<file path="config.mk">
export PLATFORM = sky130hd
export DESIGN_NAME = seq_detect_param
export DESIGN_NICKNAME = d
export VERILOG_FILES = /design/src/rtl/seq_detect_param.sv
export SDC_FILE = /design/constraint.sdc
export NUM_CORES = 1
export LEC_CHECK = 0
export CORE_MARGIN = 2
export CORE_UTILIZATION = 52
export DETAILED_ROUTE_END_ITERATION = 12
export HOLD_SLACK_MARGIN = 0.06
export PLACE_DENSITY = 0.78
export RECOVER_POWER = 100
export SYNTH_ARGS = -nofsm -noshare
export SYNTH_HDL_FRONTEND = slang
export SYNTH_SLANG_ARGS = --single-unit
</file>
<file path="constraint.sdc">
create_clock -name clk -period 2.75 [get_ports clk]
set_clock_uncertainty 0.1 [all_clocks]
set_input_delay 0.55 -clock clk [delete_from_list [all_inputs] [get_ports clk]]
set_output_delay 0.55 -clock clk [all_outputs]
set_load 0.1 [all_outputs]
</file>
<file path="src/rtl/seq_detect_param.sv">
// seq_detect_param: run-time configurable serial pattern detector.
// It shifts qualified input bits into a history register and compares the
// newest len_r bits against the loaded pattern. A match raises a one-cycle
// registered pulse and increments a saturating counter. Non-overlap mode
// restarts the fill count after each match.
module seq_detect_param #(
  parameter int MAX_LEN = 8,
  parameter int CNT_W   = 8
) (
  input  logic                           clk,
  input  logic                           reset,
  input  logic                           cfg_load,
  input  logic [MAX_LEN-1:0]             cfg_pattern,
  input  logic [$clog2(MAX_LEN+1)-1:0]   cfg_len,
  input  logic                           cfg_overlap,
  input  logic                           in_valid,
  input  logic                           in,
  output logic                           out,
  output logic [CNT_W-1:0]               match_count
);

  localparam int                 LEN_W   = $clog2(MAX_LEN+1);
  localparam logic [LEN_W-1:0]   LEN_MAX = LEN_W'(MAX_LEN);
  localparam logic [LEN_W-1:0]   LEN_RST = LEN_W'(4);
  localparam logic [MAX_LEN-1:0] PAT_RST = MAX_LEN'(4'b0110);

  logic [MAX_LEN-1:0] r_pat;
  logic [LEN_W-1:0]   r_len;
  logic               r_ovl;
  logic [MAX_LEN-1:0] r_hist;
  logic [LEN_W-1:0]   r_fill;
  logic               r_out;
  logic [CNT_W-1:0]   r_cnt;

  logic [MAX_LEN-1:0] w_hist_nxt;
  logic [LEN_W-1:0]   w_fill_nxt;
  logic [MAX_LEN-1:0] w_mask;
  logic               w_match;

  // Counter increment that holds at all-ones.
  function automatic logic [CNT_W-1:0] sat_inc(input logic [CNT_W-1:0] v);
    return (&v) ? v : v + CNT_W'(1);
  endfunction

  // Fill count increment that holds at MAX_LEN.
  function automatic logic [LEN_W-1:0] fill_inc(input logic [LEN_W-1:0] f);
    return (f >= LEN_MAX) ? LEN_MAX : f + LEN_W'(1);
  endfunction

  // Lengths beyond the history depth are limited to the full depth.
  function automatic logic [LEN_W-1:0] clamp_len(input logic [LEN_W-1:0] l);
    return (l > LEN_MAX) ? LEN_MAX : l;
  endfunction

  // Next history and fill, and the match decision on that updated state.
  always_comb begin
    w_hist_nxt = (r_hist << 1) | {{(MAX_LEN-1){1'b0}}, in};
    w_fill_nxt = fill_inc(r_fill);
    w_mask     = '0;
    for (int i = 0; i < MAX_LEN; i++) begin
      w_mask[i] = (i < int'(r_len));
    end
    w_match = (r_len != '0) && (w_fill_nxt >= r_len) &&
              ((w_hist_nxt & w_mask) == (r_pat & w_mask));
  end

  // Configuration capture, history shifting, match pulse and counter.
  always_ff @(posedge clk) begin
    if (reset) begin
      r_pat  <= PAT_RST;
      r_len  <= LEN_RST;
      r_ovl  <= 1'b0;
      r_hist <= '0;
      r_fill <= '0;
      r_out  <= 1'b0;
      r_cnt  <= '0;
    end else if (cfg_load) begin
      r_pat  <= cfg_pattern;
      r_len  <= clamp_len(cfg_len);
      r_ovl  <= cfg_overlap;
      r_hist <= '0;
      r_fill <= '0;
      r_out  <= 1'b0;
      r_cnt  <= '0;
    end else if (in_valid) begin
      r_hist <= w_hist_nxt;
      r_fill <= (w_match && !r_ovl) ? '0 : w_fill_nxt;
      r_out  <= w_match;
      if (w_match) r_cnt <= sat_inc(r_cnt);
    end else begin
      r_out  <= 1'b0;
    end
  end

  assign out         = r_out;
  assign match_count = r_cnt;

endmodule

</file>
== Word-level counts from Yosys, hierarchy flattened ==
Cells that the tools add are included.
Word-level totals
  bits in registers: 33
  bits in latches: 0
  memory bits (writable): 0
  bits in read-only memories: 0
  input port bits: 18
  output and inout bits: 9
  word-level logic and storage cells: 38
  memories kept: 0
Cells by class
  add/subtract/negate cells: 2
  $mul: 0
  div/mod/pow operators: 0
  $lt $le $gt $ge: 11
  equal/unequal tests: 1
  shift operators: 0
  mux-type cells: 3
  bitwise gates (word level): 5
  reduce and logical (&&, ||, !) cells: 9
Operators with widths (number)
  $and 8x8->8: 2
  $lt 3x4->1 const A: 4
  $mux 4: 3
  $add 8x1->8 const B: 1
  $eq 8x8->1: 1
  $lt 1x4->1 const A: 2
  $lt 2x4->1 const A: 2
  $or 8x1->8: 1
  $reduce_and 8->1: 1
  $add 4x1->4 const B: 1
  $ge 4x4->1: 1
  $ge 4x4->1 const B: 1
  $gt 4x4->1 const B: 1
  $reduce_bool 4->1: 1
  $logic_and 1x1->1: 3
  $reduce_and 3->1: 1
  $reduce_or 3->1: 1
  $not 1->1: 2
  $reduce_or 2->1: 1
  $logic_not 1->1: 1

== Depth between registers and ports, before layout ==
Gate-level depths: netlist of run 1.
  word-level depth: 7
  mapped depth: 9

== Worst setup path before layout of run 1 ==
OpenSTA, ideal clock, no wires.
  path kind: flip-flop to flip-flop
  from: register r_fill[0]
  to: register r_cnt[4] (netlist: match_count[4])
  setup time: 0.129 ns
  arrival: 2.154 ns
  data required time: 2.521 ns
  slack: 0.367 ns
  cell stages (with the launch flop): 10
  buffers on the path: 1
  period minus slack after synthesis: 2.383 ns
  path through: dfxtp_1 inv_1 ha_1 nor2b_1 ha_1 a2111oi_0 a221o_1 buf_1 nor4_1 mux2i_1
Between the ends
  longest elaborated chain between the ends: 6
  elaborated cells between the ends (all ways): 7
  classes of those cells: add/sub: 1; order compare: 2; mux: 1; reduce/logical: 3
RTL lines
  start: declaration: line 31  | logic [LEN_W-1:0] r_fill;
  start signal: assignment: line 87  | r_fill <= (w_match && !r_ovl) ? '0 : w_fill_nxt;
  $add 4x1->4 or $ge 4x4->1 (tied branches): line 47  | return (f >= LEN_MAX) ? LEN_MAX : f + LEN_W'(1);
  $mux 4 (*): line 47
  $ge 4x4->1 (*): line 63  | w_match = (r_len != '0) && (w_fill_nxt >= r_len) &&
  $logic_and 1x1->1 (*) (2 in series): line 63
  $reduce_and 3->1 (no line) (*)
  end signal: assignment: line 89  | if (w_match) r_cnt <= sat_inc(r_cnt);
  end: declaration: line 33  | logic [CNT_W-1:0] r_cnt;
Every way passes the cells marked *; elsewhere a longest branch is shown, timed or not.
A chain may end at the register's enable or synchronous reset.

== Worst setup path in the final report of run 1 ==
  from: register r_fill[0]
  to: register r_cnt[1] (netlist: match_count[1])
The elaborated chain is that of the path after synthesis.

==> results of run 1 <==
==> cells in the final DEF (no fill, tap or decap), types with 2 or more instances in the layout <==
master	Yosys	routed
a211o_1	2	2
a21oi_1	7	7
a22oi_1	2	2
a31oi_1	2	2
buf_4	0	4
clkbuf_1	7	11
clkbuf_4	0	5
clkdlybuf4s50_1	0	16
dfxtp_1	33	33
ha_1	7	7
inv_1	13	13
mux2i_1	18	18
nand2_1	12	12
nand3_1	4	4
nand4_1	3	3
nor2_1	22	22
nor2b_1	3	3
nor3_1	2	2
nor4_1	2	3
o21ai_0	5	5
o31ai_1	6	6
o32ai_1	4	4
or3_1	3	3
or4_1	7	7
xnor2_1	9	9
==> flip-flops by register name, indices dropped and copies added (netlist names) <==
signal / flops
match_count: 8
r_ovl: 1
out: 1
r_pat: 8
r_fill: 4
r_len: 4
r_hist: 7
==> kinds of logic (layout without fill, tap and decap cells) <==
group                      count (synthesis)  in the layout  synth area share [%]
and+or+nand+nor                           64             64                 20.15
DFF                                       33             33                 39.85
AOI/OAI and AO/OA                         32             32                 13.13
buffers and inverters                     24             51                 5.963
muxes                                     18             18                 10.87
xor gates and xnor gates                   9              9                 4.755
adders and majority gates                  7              7                 5.283
==> per-stage QoR <==
stage | worst slack, ns | total power, mW
after global placement | 0.09881 | 0.6238
after detailed placement | 0.07639 | 0.6284
after floorplan | 0.3665 | 0.5862
after global routing | 0.03198 | 0.9432
after CTS | 0.1630 | 0.9008
final | 0.2202 | 0.8963
==> layout make-up <==
type	count	area, um2	share of cell area (%)
Inverter	13	48.80	2.502
Tap cell	44	55.05	2.822
Sequential cell	33	660.6	33.87
Timing Repair Buffer	31	237.7	12.19
Clock buffer	7	55.05	2.822
Multi-Input combinational cell	130	893.4	45.80
==> worst min path at each step <==
stage                      to  cells past startpoint            from  slack [ns]
2_1_floorplan           r_ovl                      2           r_ovl        0.38
6_report       match_count[6]                      2  match_count[6]        0.40
3_3_place_gp   match_count[6]                      2  match_count[6]        0.37
3_5_place_dp   match_count[6]                      2  match_count[6]        0.39
5_1_grt        match_count[2]                      2  match_count[2]        0.45
4_1_cts        match_count[6]                      2  match_count[6]        0.41
==> power groups by stage <==
| stage | logic, mW | registers, mW | clock network (mW) |
|---|---|---|---|
| after floorplan | 0.0749 | 0.511 | 0 |
| after global placement | 0.110 | 0.513 | 0 |
| after detailed placement | 0.115 | 0.514 | 0 |
| after CTS | 0.115 | 0.503 | 0.283 |
| after global routing | 0.127 | 0.505 | 0.312 |
| final | 0.114 | 0.503 | 0.279 |
==> worst register-to-register path, cell delays in order (launching register included) <==
cell and delay (ns):
dfxtp_1 0.35, inv_1 0.10, ha_1 0.31, nor2b_1 0.15, ha_1 0.26, a2111oi_0 0.08, a221o_2 0.44, or4_1 0.50
a21oi_1 0.16
==> metal layers <==
| layer | wire length [um] | vias to the layer above | GRT usage, % |
|---|---|---|---|
| met5 | 0 | - | 0 |
| li1 | - | 715 | - |
| met3 | 168 | 8 | 8.102 |
| met4 | 55 | 0 | 9.317 |
| met2 | 1651 | 40 | 34.78 |
| met1 | 1484 | 656 | 24.77 |
==> run metrics, run 1 <==
via count=1419; vias in the first global route=1315; worst setup path endpoint=match_count[1]; CP Class=flip-flop to flip-flop; FF-to-FF path depth=8; std cell rows=20; Ports=27; crit end category=flip-flop; Hold Crit Class=flip-flop to flip-flop; First-pass DRT Iterations=4; global route overflow=0; Fin. Hold Viols=0; top-area cell type share of the netlist area=39.85%; layout cells sized above 1=6.075%; Synth Area per Inst=8.865 um2; DIE AREA=3656 um2; VDD IR max=0.3289 mV; Switching Fraction=25.40%; Crit path required time=2.91 ns; PostCTS Resize Cnt=0; H-tree Lvls=2; largest net degree at the start of global routing=17; Initial Utilization=54.30%; CTS buffer count=5; async set-reset flop share out of synthesis=0%; Cell Pwr Density=459.5 nW/um2; drt total wl=3360 um; area of the core=3053 um2; Pint=668.6 uW; max-cap violation count=0; Sw Pwr=227.7 uW; GRT Util Overall=21.20%; Max Slew Vio Count=0; Buffers on Ports=26; period utilization=91.99%; Comb pwr share=12.7%; relative slew slack=21.80%; initial antenna violation count=0; beginning of the critical path=r_fill[0]; crit path DAT=2.69 ns; post-synth top area cell=dfxtp_1; RSZ-0062 raised after global routing=no; top post-synthesis cells by count=33 x dfxtp_1, 22 x nor2_1, 18 x mux2i_1; CTS tree=built; crit-path cells=inv_1, ha_1, nor2b_1, ha_1, a2111oi_0, a221o_2, or4_1, a21oi_1; residual DRC count=0; Yosys reg bits=33; clock slew at reported path FFs=0.10 ns; first-pass GRT wire length=5678 um; EDFF count, synth=0; critical path depth=8; r2r startpoint=r_fill[0]; per-cell routed wire length=13.02 um; crit-path max cell delay=0.50 ns; Placed Cells=251; crit path time final=2.530 ns; crit path max fanout=15; Post-Place Cell Area=1938 um2; design area=1951 um2; status=finished, final reports clean; gpl congestion=0.8361; Post-CTS Hold Buffers=0; ANT cells=0; top_reg_cell synth=dfxtp_1; sequential power share=56.1%; Layout area overhead=17.66%; syn_nets=212; WHS=0.4016 ns; Die X=60.47 um; Cell Area, Synth=1658 um2; synth top area cells=dfxtp_1 40%, mux2i_1 11%, ha_1 5.3%; leakage=0.7186 nW; Non-Filler Instances=258; Achievable Freq=395.3 MHz; Buffers & Inverters on Critical Path=1; Worst Tran Pin Value=1.178 ns; clk sinks=33; via/cell ratio=5.500; number of setup buffers added after CTS=0; clock share of power=31.2%; sequential area share after synthesis=39.85%; setup TNS=0 ns; Post-Synthesis Cells=187; crit path launch type=flip-flop; CTS Root Cell=clkbuf_4; R2R Setup Slk=0.22 ns; cell mode on critical path=ha_1; fin util=63.89%; Worst path top cell family by delay=compound AO/OA/AOI/OAI gates; DRT iter0 DRCs=70; Setup Viol. Count Final=0; synth unique cells=35; antenna viol nets, final=0; Synth warnings=0; CTS max path bufs=2; Final HPWL DP=2480 um; Clock Latency Late Sink=0.34 ns; Nets=239; Die H=60.47 um; reg-to-reg endpoint=match_count[1]; slowest library cell on the worst path=or4_1; Fill cells=278; most common cell in the synthesized netlist=dfxtp_1
No activity file was read; power rests on OpenSTA's default activity.
==> run 2: changes to the inputs <==
Settings changed: CORE_MARGIN 2 to unset, PLACE_DENSITY 0.78 to 0.82.
==> run metrics, run 2 (synthesized netlist as in run 1, its figures left out) <==
number of setup buffers added after CTS=0 (unchanged); commonest non-fill, non-tap cell in the layout=dfxtp_1 (unchanged); Die H=58.47 um (was 60.47 um); std cell rows=20 (unchanged); drt total wl=3529 um (was 3360 um); Design Power=936.1 uW (was 896.3 uW); CTS Root Cell=clkbuf_4 (unchanged); beginning of the critical path=r_fill[0] (unchanged); area of the core=3028 um2 (was 3053 um2); Nets=238 (was 239); worst setup path endpoint=match_count[7] (was match_count[1]); vias in the first global route=1289 (was 1315); crit path max fanout=15 (unchanged); Achievable Freq=395.6 MHz (was 395.3 MHz); Cell Pwr Density=478.0 nW/um2 (was 459.5 nW/um2); Post-CTS Hold Buffers=0 (unchanged); Fill cells=265 (was 278); DRT iter0 DRCs=45 (was 70); global route overflow=0 (unchanged); max-cap violation count=0 (unchanged); VDD IR max=0.3043 mV (was 0.3289 mV); Setup Viol. Count Final=0 (unchanged); Max Slew Vio Count=0 (unchanged); ANT cells=0 (unchanged); via/cell ratio=5.593 (was 5.500); Ports=27 (unchanged); relative slew slack=21.85% (was 21.80%); largest net degree at the start of global routing=18 (was 17); RSZ-0062 raised after global routing=no (unchanged); crit path launch type=flip-flop (unchanged); Buffers on Ports=26 (unchanged); DIE AREA=3418 um2 (was 3656 um2); crit path DAT=2.70 ns (was 2.69 ns); Worst Tran Pin Value=1.177 ns (was 1.178 ns); clk sinks=33 (unchanged); initial antenna violation count=0 (unchanged); crit-path cells=inv_1, ha_1, nor2b_1, ha_1, a2111oi_0, a221o_2, or4_1, a21oi_1 (unchanged); GRT Util Overall=23.65% (was 21.20%); antenna viol nets, final=0 (unchanged); crit end category=flip-flop (unchanged); Clock Latency Late Sink=0.34 ns (about the same); CTS buffer count=5 (unchanged); CTS max path bufs=2 (unchanged); most frequent cells in the layout=33 x dfxtp_1, 22 x nor2_1, 18 x mux2i_1, 15 x clkdlybuf4s50_1, 13 x inv_1 (was 33 x dfxtp_1, 22 x nor2_1, 18 x mux2i_1, 16 x clkdlybuf4s50_1, 13 x inv_1); Hold Crit Class=flip-flop to flip-flop (unchanged); reg-to-reg endpoint=match_count[7] (was match_count[1]); Crit path required time=2.92 ns (was 2.91 ns); leakage=0.7239 nW (was 0.7186 nW); per-cell routed wire length=13.68 um (was 13.02 um); crit-path max cell delay=0.49 ns (was 0.50 ns); via count=1443 (was 1419); first-pass GRT wire length=5899 um (was 5678 um); slowest library cell on the worst path=or4_1 (unchanged); H-tree Lvls=2 (unchanged); FF-to-FF path depth=8 (unchanged); setup TNS=0 ns (unchanged); residual DRC count=0 (unchanged); Final HPWL DP=2606 um (was 2480 um); Layout area overhead=18.11% (was 17.66%); R2R Setup Slk=0.22 ns (about the same); period utilization=91.91% (was 91.99%); cell mode on critical path=ha_1 (unchanged); crit path time final=2.528 ns (was 2.530 ns); First-pass DRT Iterations=4 (unchanged); clock slew at reported path FFs=0.11 ns (was 0.10 ns); status=finished, final reports clean (unchanged); gpl congestion=0.7934 (was 0.8361); layout cells sized above 1=6.542% (was 6.075%); Fin. Hold Viols=0 (unchanged); WHS=0.3980 ns (was 0.4016 ns); Initial Utilization=54.75% (was 54.30%); CTS tree=built (unchanged); Die X=58.47 um (was 60.47 um); PostCTS Resize Cnt=0 (unchanged); Final WS setup=0.2224 ns (was 0.2202 ns); Setup WS pre-CTS=0.04388 ns (was 0.07639 ns); CP Class=flip-flop to flip-flop (unchanged); r2r startpoint=r_fill[0] (unchanged)
==> run 2: cell types whose count changed in the layout (fill, tap and decap cells not counted), sizes merged <==
cell | before | now
clkdlybuf4s50 | 16 | 15
buf | 4 | 3
dlygate4sd3 | 1 | 2
clkinv | 0 | 1
==> run 2: worst min path at each step <==
stage | from | end | slack, ns | cells past startpoint
6_report | match_count[6] | match_count[6] | 0.40 | 2
3_5_place_dp | match_count[6] | match_count[6] | 0.38 | 2
4_1_cts | match_count[6] | match_count[6] | 0.39 | 2
3_3_place_gp | match_count[6] | match_count[6] | 0.37 | 2
5_1_grt | match_count[6] | match_count[6] | 0.43 | 2
2_1_floorplan | r_ovl | r_ovl | 0.38 | 2
==> run 2: stage by stage <==
stage | instance area, um2 | std cells | util [%]
final | 1958 | 258 | 64.67
after global routing | 1958 | 258 | 64.67
after CTS | 2001 | 258 | 66.07
after detailed placement | 1931 | 250 | 63.76
after global placement | 1931 | 250 | 63.76
after floorplan | 1658 | 187 | -
==> run 2: per-layer routing <==
metal | global-route usage (%) | vias up | routed length [um] | part of all wire [%]
met5 | 0 | - | 0 | 0
met4 | 14.63 | 0 | 90 | 2.6
met3 | 7.473 | 9 | 146 | 4.1
met2 | 36.95 | 39 | 1690 | 48
met1 | 28.34 | 682 | 1601 | 45
li1 | - | 713 | - | -
==> run 2: final cells by class <==
type                       count  area (um2)  area share, %
multi-input combinational    130       893.4          45.62
sequential                    33       660.6          33.74
timing repair buffer          30       230.2          11.76
clock buffer                   7       65.06          3.323
tap                           44       55.05          2.811
inverter                      13       48.80          2.492
clock inverter                 1       5.005         0.2556
==> run 2: power breakdown <==
| group | internal, mW | switching, mW | total, mW |
|---|---|---|---|
| clock network | 0.148 | 0.172 | 0.320 |
| logic | 0.0561 | 0.0562 | 0.112 |
| registers | 0.491 | 0.0128 | 0.504 |
| total | 0.695 | 0.241 | 0.936 |
==> run 2: worst max-delay path, delay by kind of cell (launching register included) <==
family | cells | cell delay (ns)
adder cells (fa/ha/maj) | 2 | 0.56
flip-flops | 1 | 0.35
AO/OA/AOI/OAI | 3 | 0.71
buffers and inverters | 1 | 0.09
AND/OR/NAND/NOR | 2 | 0.63
